### config.mk
export PLATFORM = sky130hd
export DESIGN_NAME = e203_exu_flush_arb
export DESIGN_NICKNAME = d
export VERILOG_FILES = /design/src/rtl/e203_flush_pkg.sv /design/src/rtl/e203_flush_drain_cnt.sv /design/src/rtl/e203_exu_flush_arb.sv
export SDC_FILE = /design/constraint.sdc
export NUM_CORES = 1
export LEC_CHECK = 0
export BUFFER_PORTS_ARGS = -buffer_cell sky130_fd_sc_hd__buf_2
export CAP_MARGIN = 0
export CORE_ASPECT_RATIO = 0.5
export CORE_MARGIN = 5
export CORE_UTILIZATION = 39
export CTS_CLUSTER_DIAMETER = 80
export DETAILED_ROUTE_END_ITERATION = 10
export PLACE_DENSITY = 0.77
export SYNTH_ARGS = -nofsm -noshare
export SYNTH_HDL_FRONTEND = slang
export SYNTH_SLANG_ARGS = --single-unit
### constraint.sdc
create_clock -name clk -period 1.62 [get_ports clk]
set_clock_uncertainty 0.05 [all_clocks]
set_input_delay 0 -clock clk [delete_from_list [all_inputs] [get_ports clk]]
set_output_delay 0 -clock clk [all_outputs]
set_load 0.05 [all_outputs]
### src/rtl/e203_flush_pkg.sv
// rtl/e203_flush_pkg.sv - shared types for the EXU flush arbiter
package e203_flush_pkg;

    localparam int FL_PC_SIZE = 32;

    typedef enum logic [1:0] {
        FL_IDLE,
        FL_REQ,
        FL_DRAIN
    } fl_state_e;

    typedef struct packed {
        logic [FL_PC_SIZE-1:0] op1;
        logic [FL_PC_SIZE-1:0] op2;
        logic [FL_PC_SIZE-1:0] pc;
    } flush_tgt_t;

    localparam logic SRC_EXCP = 1'b1;

endpackage

### src/rtl/e203_flush_drain_cnt.sv
// rtl/e203_flush_drain_cnt.sv - loadable down-counter with zero flag
module e203_flush_drain_cnt #(
    parameter int W = 1
) (
    input  logic         clk,
    input  logic         rst,
    input  logic         load,
    input  logic [W-1:0] load_val,
    input  logic         dec,
    output logic         zero
);

    logic [W-1:0] cnt_q;

    always_ff @(posedge clk) begin
        if (rst) begin
            cnt_q <= '0;
        end else if (load) begin
            cnt_q <= load_val;
        end else if (dec && (cnt_q != '0)) begin
            cnt_q <= cnt_q - W'(1);
        end
    end

    assign zero = (cnt_q == '0);

endmodule

### src/rtl/e203_exu_flush_arb.sv
// rtl/e203_exu_flush_arb.sv - EXCP/BRCH flush arbiter into the IFU flush port
module e203_exu_flush_arb
    import e203_flush_pkg::*;
#(
    parameter int PC_SIZE   = FL_PC_SIZE,
    parameter int DRAIN_CYC = 2,
    parameter int CNT_W     = 16
) (
    input  logic               clk,
    input  logic               rst,
    input  logic               excp_flush_req,
    input  logic [PC_SIZE-1:0] excp_flush_add_op1,
    input  logic [PC_SIZE-1:0] excp_flush_add_op2,
    input  logic [PC_SIZE-1:0] excp_flush_pc,
    output logic               excp_flush_ack,
    input  logic               brch_flush_req,
    input  logic [PC_SIZE-1:0] brch_flush_add_op1,
    input  logic [PC_SIZE-1:0] brch_flush_add_op2,
    input  logic [PC_SIZE-1:0] brch_flush_pc,
    output logic               brch_flush_ack,
    output logic               pipe_flush_req,
    output logic [PC_SIZE-1:0] pipe_flush_add_op1,
    output logic [PC_SIZE-1:0] pipe_flush_add_op2,
    output logic [PC_SIZE-1:0] pipe_flush_pc,
    input  logic               pipe_flush_ack,
    output logic               flush_src,
    output logic               flush_busy,
    output logic [CNT_W-1:0]   flush_cnt
);

    localparam int DW           = (DRAIN_CYC > 2) ? $clog2(DRAIN_CYC) : 1;
    localparam int DRAIN_LOAD_I = (DRAIN_CYC > 0) ? DRAIN_CYC - 1 : 0;
    localparam logic [DW-1:0] DRAIN_LOAD = DW'(DRAIN_LOAD_I);

    fl_state_e        state_q;
    fl_state_e        state_d;
    flush_tgt_t       tgt_q;
    logic             src_q;
    logic [CNT_W-1:0] cnt_q;
    logic             cap_excp;
    logic             cap_brch;
    logic             accept;
    logic             drain_zero;

    // pipe_flush_ack only counts while a request is actually on the port
    assign accept = (state_q == FL_REQ) && pipe_flush_ack;

    e203_flush_drain_cnt #(
        .W (DW)
    ) u_drain_cnt (
        .clk      (clk),
        .rst      (rst),
        .load     (accept && (DRAIN_CYC != 0)),
        .load_val (DRAIN_LOAD),
        .dec      (state_q == FL_DRAIN),
        .zero     (drain_zero)
    );

    always_comb begin
        state_d  = state_q;
        cap_excp = 1'b0;
        cap_brch = 1'b0;
        case (state_q)
            FL_IDLE: begin
                if (excp_flush_req) begin
                    cap_excp = 1'b1;
                    state_d  = FL_REQ;
                end else if (brch_flush_req) begin
                    cap_brch = 1'b1;
                    state_d  = FL_REQ;
                end
            end
            FL_REQ: begin
                // grant is locked here: no re-arbitration until the IFU acks
                if (pipe_flush_ack) begin
                    state_d = (DRAIN_CYC == 0) ? FL_IDLE : FL_DRAIN;
                end
            end
            FL_DRAIN: begin
                if (drain_zero) begin
                    state_d = FL_IDLE;
                end
            end
            default: state_d = FL_IDLE;
        endcase
    end

    always_ff @(posedge clk) begin
        if (rst) begin
            state_q <= FL_IDLE;
            tgt_q   <= '0;
            src_q   <= 1'b0;
            cnt_q   <= '0;
        end else begin
            state_q <= state_d;
            if (cap_excp) begin
                tgt_q.op1 <= excp_flush_add_op1;
                tgt_q.op2 <= excp_flush_add_op2;
                tgt_q.pc  <= excp_flush_pc;
                src_q     <= SRC_EXCP;
            end else if (cap_brch) begin
                tgt_q.op1 <= brch_flush_add_op1;
                tgt_q.op2 <= brch_flush_add_op2;
                tgt_q.pc  <= brch_flush_pc;
                src_q     <= ~SRC_EXCP;
            end
            if (accept && (cnt_q != '1)) begin
                cnt_q <= cnt_q + CNT_W'(1);
            end
        end
    end

    assign excp_flush_ack     = accept && (src_q == SRC_EXCP);
    assign brch_flush_ack     = accept && (src_q != SRC_EXCP);
    assign pipe_flush_req     = (state_q == FL_REQ);
    assign pipe_flush_add_op1 = tgt_q.op1;
    assign pipe_flush_add_op2 = tgt_q.op2;
    assign pipe_flush_pc      = tgt_q.pc;
    assign flush_src          = src_q;
    assign flush_busy         = (state_q != FL_IDLE);
    assign flush_cnt          = cnt_q;

endmodule
==> run_results.csv <==
group,metric,value,unit
place,placedCellCount,1016,
cts,cts_tree,"done",
global_routing,grt_pass1_wl,34890,um
routing,wl_per_cell,18.89,um
die,pin_count,314,
die,num_rows,29,
global_routing,antenna_found_initial,0,
critical_path,setup.worst_path.start,"state_q[1]",
timing,period_share,98.97,%
cts,cts_buffers,17,
critical_path,rrSetupSlack,20,ps
critical_path,critPathCaptureType,"register",
die,die_x,169.2,um
power,ir_worst_vdd,0.6366,mV
synthesis,synth_area_leaders,"dfxtp_1, o221ai_1, a21oi_1",
critical_path,path_class,"reg -> reg",
timing,tightest_slew,397.8,ps
synthesis,synth_fp_nets,761,
synthesis,yosys.area.top_type,"dfxtp_1",
critical_path,worstPathRequired,1850,ps
cts,htree_num_levels,4,
synthesis,yosysMostFrequentCell,"dfxtp_1",
global_routing,grt_max_degree,62,
hold_path,whs_path_depth,4,
place,port_buffers,313,
outcome,status,"finished, final reports clean",
cts,cts.sinks,116,
timing,fmax,623.7,MHz
cts,clockRootBuffer,"clkbuf_16",
hold_path,holdCritStartpoint,"brch_flush_req",
routing,drc,0,
power,p_per_area,1073,nW/um2
synthesis,syn_area_per_cell,8.776,um2
die,die_h,89.59,um
cts,cts.clk_slew.worst_paths,60,ps
die,die-area,15160,um2
flow_run,drv_cap,0,
synthesis,yosys_warnings,0,
timing,finalSetupViolations,0,
timing,slew_headroom,73.48,%
cells_and_area,area_growth_syn_to_layout,95.49,%
critical_path,arrival,1830,ps
routing,drt_iter0_drc,436,
synthesis,synth-seq-cells,116,
place,post_dp_cell_area,6845,um2
timing,layout_min_cycle_time,1603,ps
routing,via_count,7035,
cells_and_area,drive_above_1_share,39.65,%
global_routing,grt_pass1_vias,7071,
power,leakage,4.256,nW
synthesis,synth_cell_types,40,
routing,wl,23610,um
place,place.gp.congestion,0.7942,
cts,cts_buffer_depth,2,
synthesis,synth_top_area_share,47.00,%
die,coreArea,12520,um2
hold_path,hold_path.class,"in -> reg",
critical_path,reg2reg_depth,5,
critical_path,rr_startpoint,"state_q[1]",
critical_path,crit_fanout,6,
routing,drtPass1Iterations,5,
cells_and_area,fin_cells,1250,
synthesis,synth_edf_count,0,
timing,drv_slew,0,
global_routing,grtUsageTotal,28.61,%
routing,postRouteAntennaNets,0,
global_routing,grt-ovfl-total,0,
synthesis,postSynthCellCount,563,
synthesis,synth_area,4941,um2
cts,insertion_delay,390,ps
cells_and_area,fin_nets,1262,
critical_path,cp-start-kind,"register",
synthesis,synthArstFlopShare,0,%
synthesis,synth_commonest_cells,"dfxtp_1, a21oi_1, nand2_1",
place,hpwlAfterDp,12630,um
timing,rsz0062_at_grt,"true",
critical_path,crit_end,"flush_cnt[15]",
timing,hold_viol_final,0,
critical_path,rr_endpoint,"flush_cnt[15]",
synthesis,ys_seq_area_share,47.00,%
die,start_util,39.47,%
routing,via_per_inst,5.628,
synthesis,synth_ff_type,"dfxtp_1",
cells_and_area,finalInstanceArea,9659,um2
==> cell type report <==
cell class | count | area (um2)
well taps | 170 | 212.7
multi-input cells | 383 | 2437
flip-flops and latches | 116 | 2370
repair buffers | 539 | 3906
clock buffers | 20 | 478.0
clock inverters | 12 | 221.5
fillers | 814 | 2859
inverters | 7 | 26.28
diodes | 3 | 7.507
==> critical path, stage by stage (launching register included) <==
cell and delay, ps:
dfxtp_2 330, and3b_1 240, buf_6 150, nand4_4 130, nor4_4 270, mux2_4 320
==> registers in the layout (all words and copies together) (netlist names) <==
name and count:
state_q 2, u_drain_cnt.cnt_q 1, flush_src 1, pipe_flush_add_op1 32
pipe_flush_add_op2 32, flush_cnt 16, pipe_flush_pc 32
==> per-layer routing <==
| metal | share of wire, % | global-route usage (%) | up-vias | routed length [um] |
|---|---|---|---|---|
| met1 | 35 | 30.52 | 3257 | 8211 |
| li1 | - | - | 3138 | - |
| met2 | 50 | 49.82 | 454 | 11840 |
| met3 | 7.5 | 8.133 | 186 | 1778 |
| met4 | 7.5 | 21.40 | 0 | 1776 |
| met5 | 0 | 0 | - | 0 |
==> where the power goes <==
part / switching (W) / internal (W)
Combinational: 0.00175 / 0.00101
Sequential: 0.000130 / 0.00308
Clock: 0.00132 / 0.00306
==> placed cells by master (no fill, tap or decap), types with 5 or more instances in the layout <==
master         instances
inv_1                  6
dfxtp_1               98
buf_4                 21
o221ai_1              95
nor2_1                 9
clkbuf_16             19
dlygate4sd3_1        194
a21oi_1              106
dfxtp_4               10
dfxtp_2                8
bufinv_16              6
buf_2                310
a21oi_2                5
buf_12                10
nand2_1              103
==> per-stage QoR <==
stage	power, W	setup TNS [ps]	setup WS [ps]	hold WS, ps	utilization, %
2_1_floorplan	0.004821	-309.1	-86.54	131.8	-
3_3_place_gp	0.005459	0	13.33	266.5	54.68
3_5_place_dp	0.005501	-76.97	-40.14	278.0	54.68
4_1_cts	0.01030	-27.11	-27.11	218.0	76.17
5_1_grt	0.01073	-223.9	-47.35	235.6	77.10
6_report	0.01036	0	16.69	233.4	77.16
==> worst min-delay path by stage <==
stage                 end  slack [ps]
2_1_floorplan  state_q[0]         130
3_5_place_dp   state_q[0]         280
3_3_place_gp   state_q[0]         270
4_1_cts         flush_src         220
6_report       state_q[0]         230
5_1_grt        state_q[0]         240
==> logic make-up (layout without fill, tap and decap cells) <==
| logic type | count (synthesis) | in the layout | share of synthesized area [%] |
|---|---|---|---|
| compound gates | 221 | 221 | 30.31 |
| simple gates | 157 | 157 | 15.19 |
| flops | 116 | 116 | 47.00 |
| buf+inv | 64 | 578 | 6.331 |
| mux | 4 | 4 | 0.9116 |
| fa+ha+maj | 1 | 1 | 0.2532 |
| other cells | 0 | 3 | 0 |
==> repair_timing <==
item	in CTS	in global routing
endpoints found under the setup margin	12	91
hold buffers	194	0
resized for setup	8	20
endpoints found under the hold margin	108	0
pin swaps	5	9
cloned	1	1
setup buffers	0	4
Note: power is estimated with default switching activity, not from simulation.
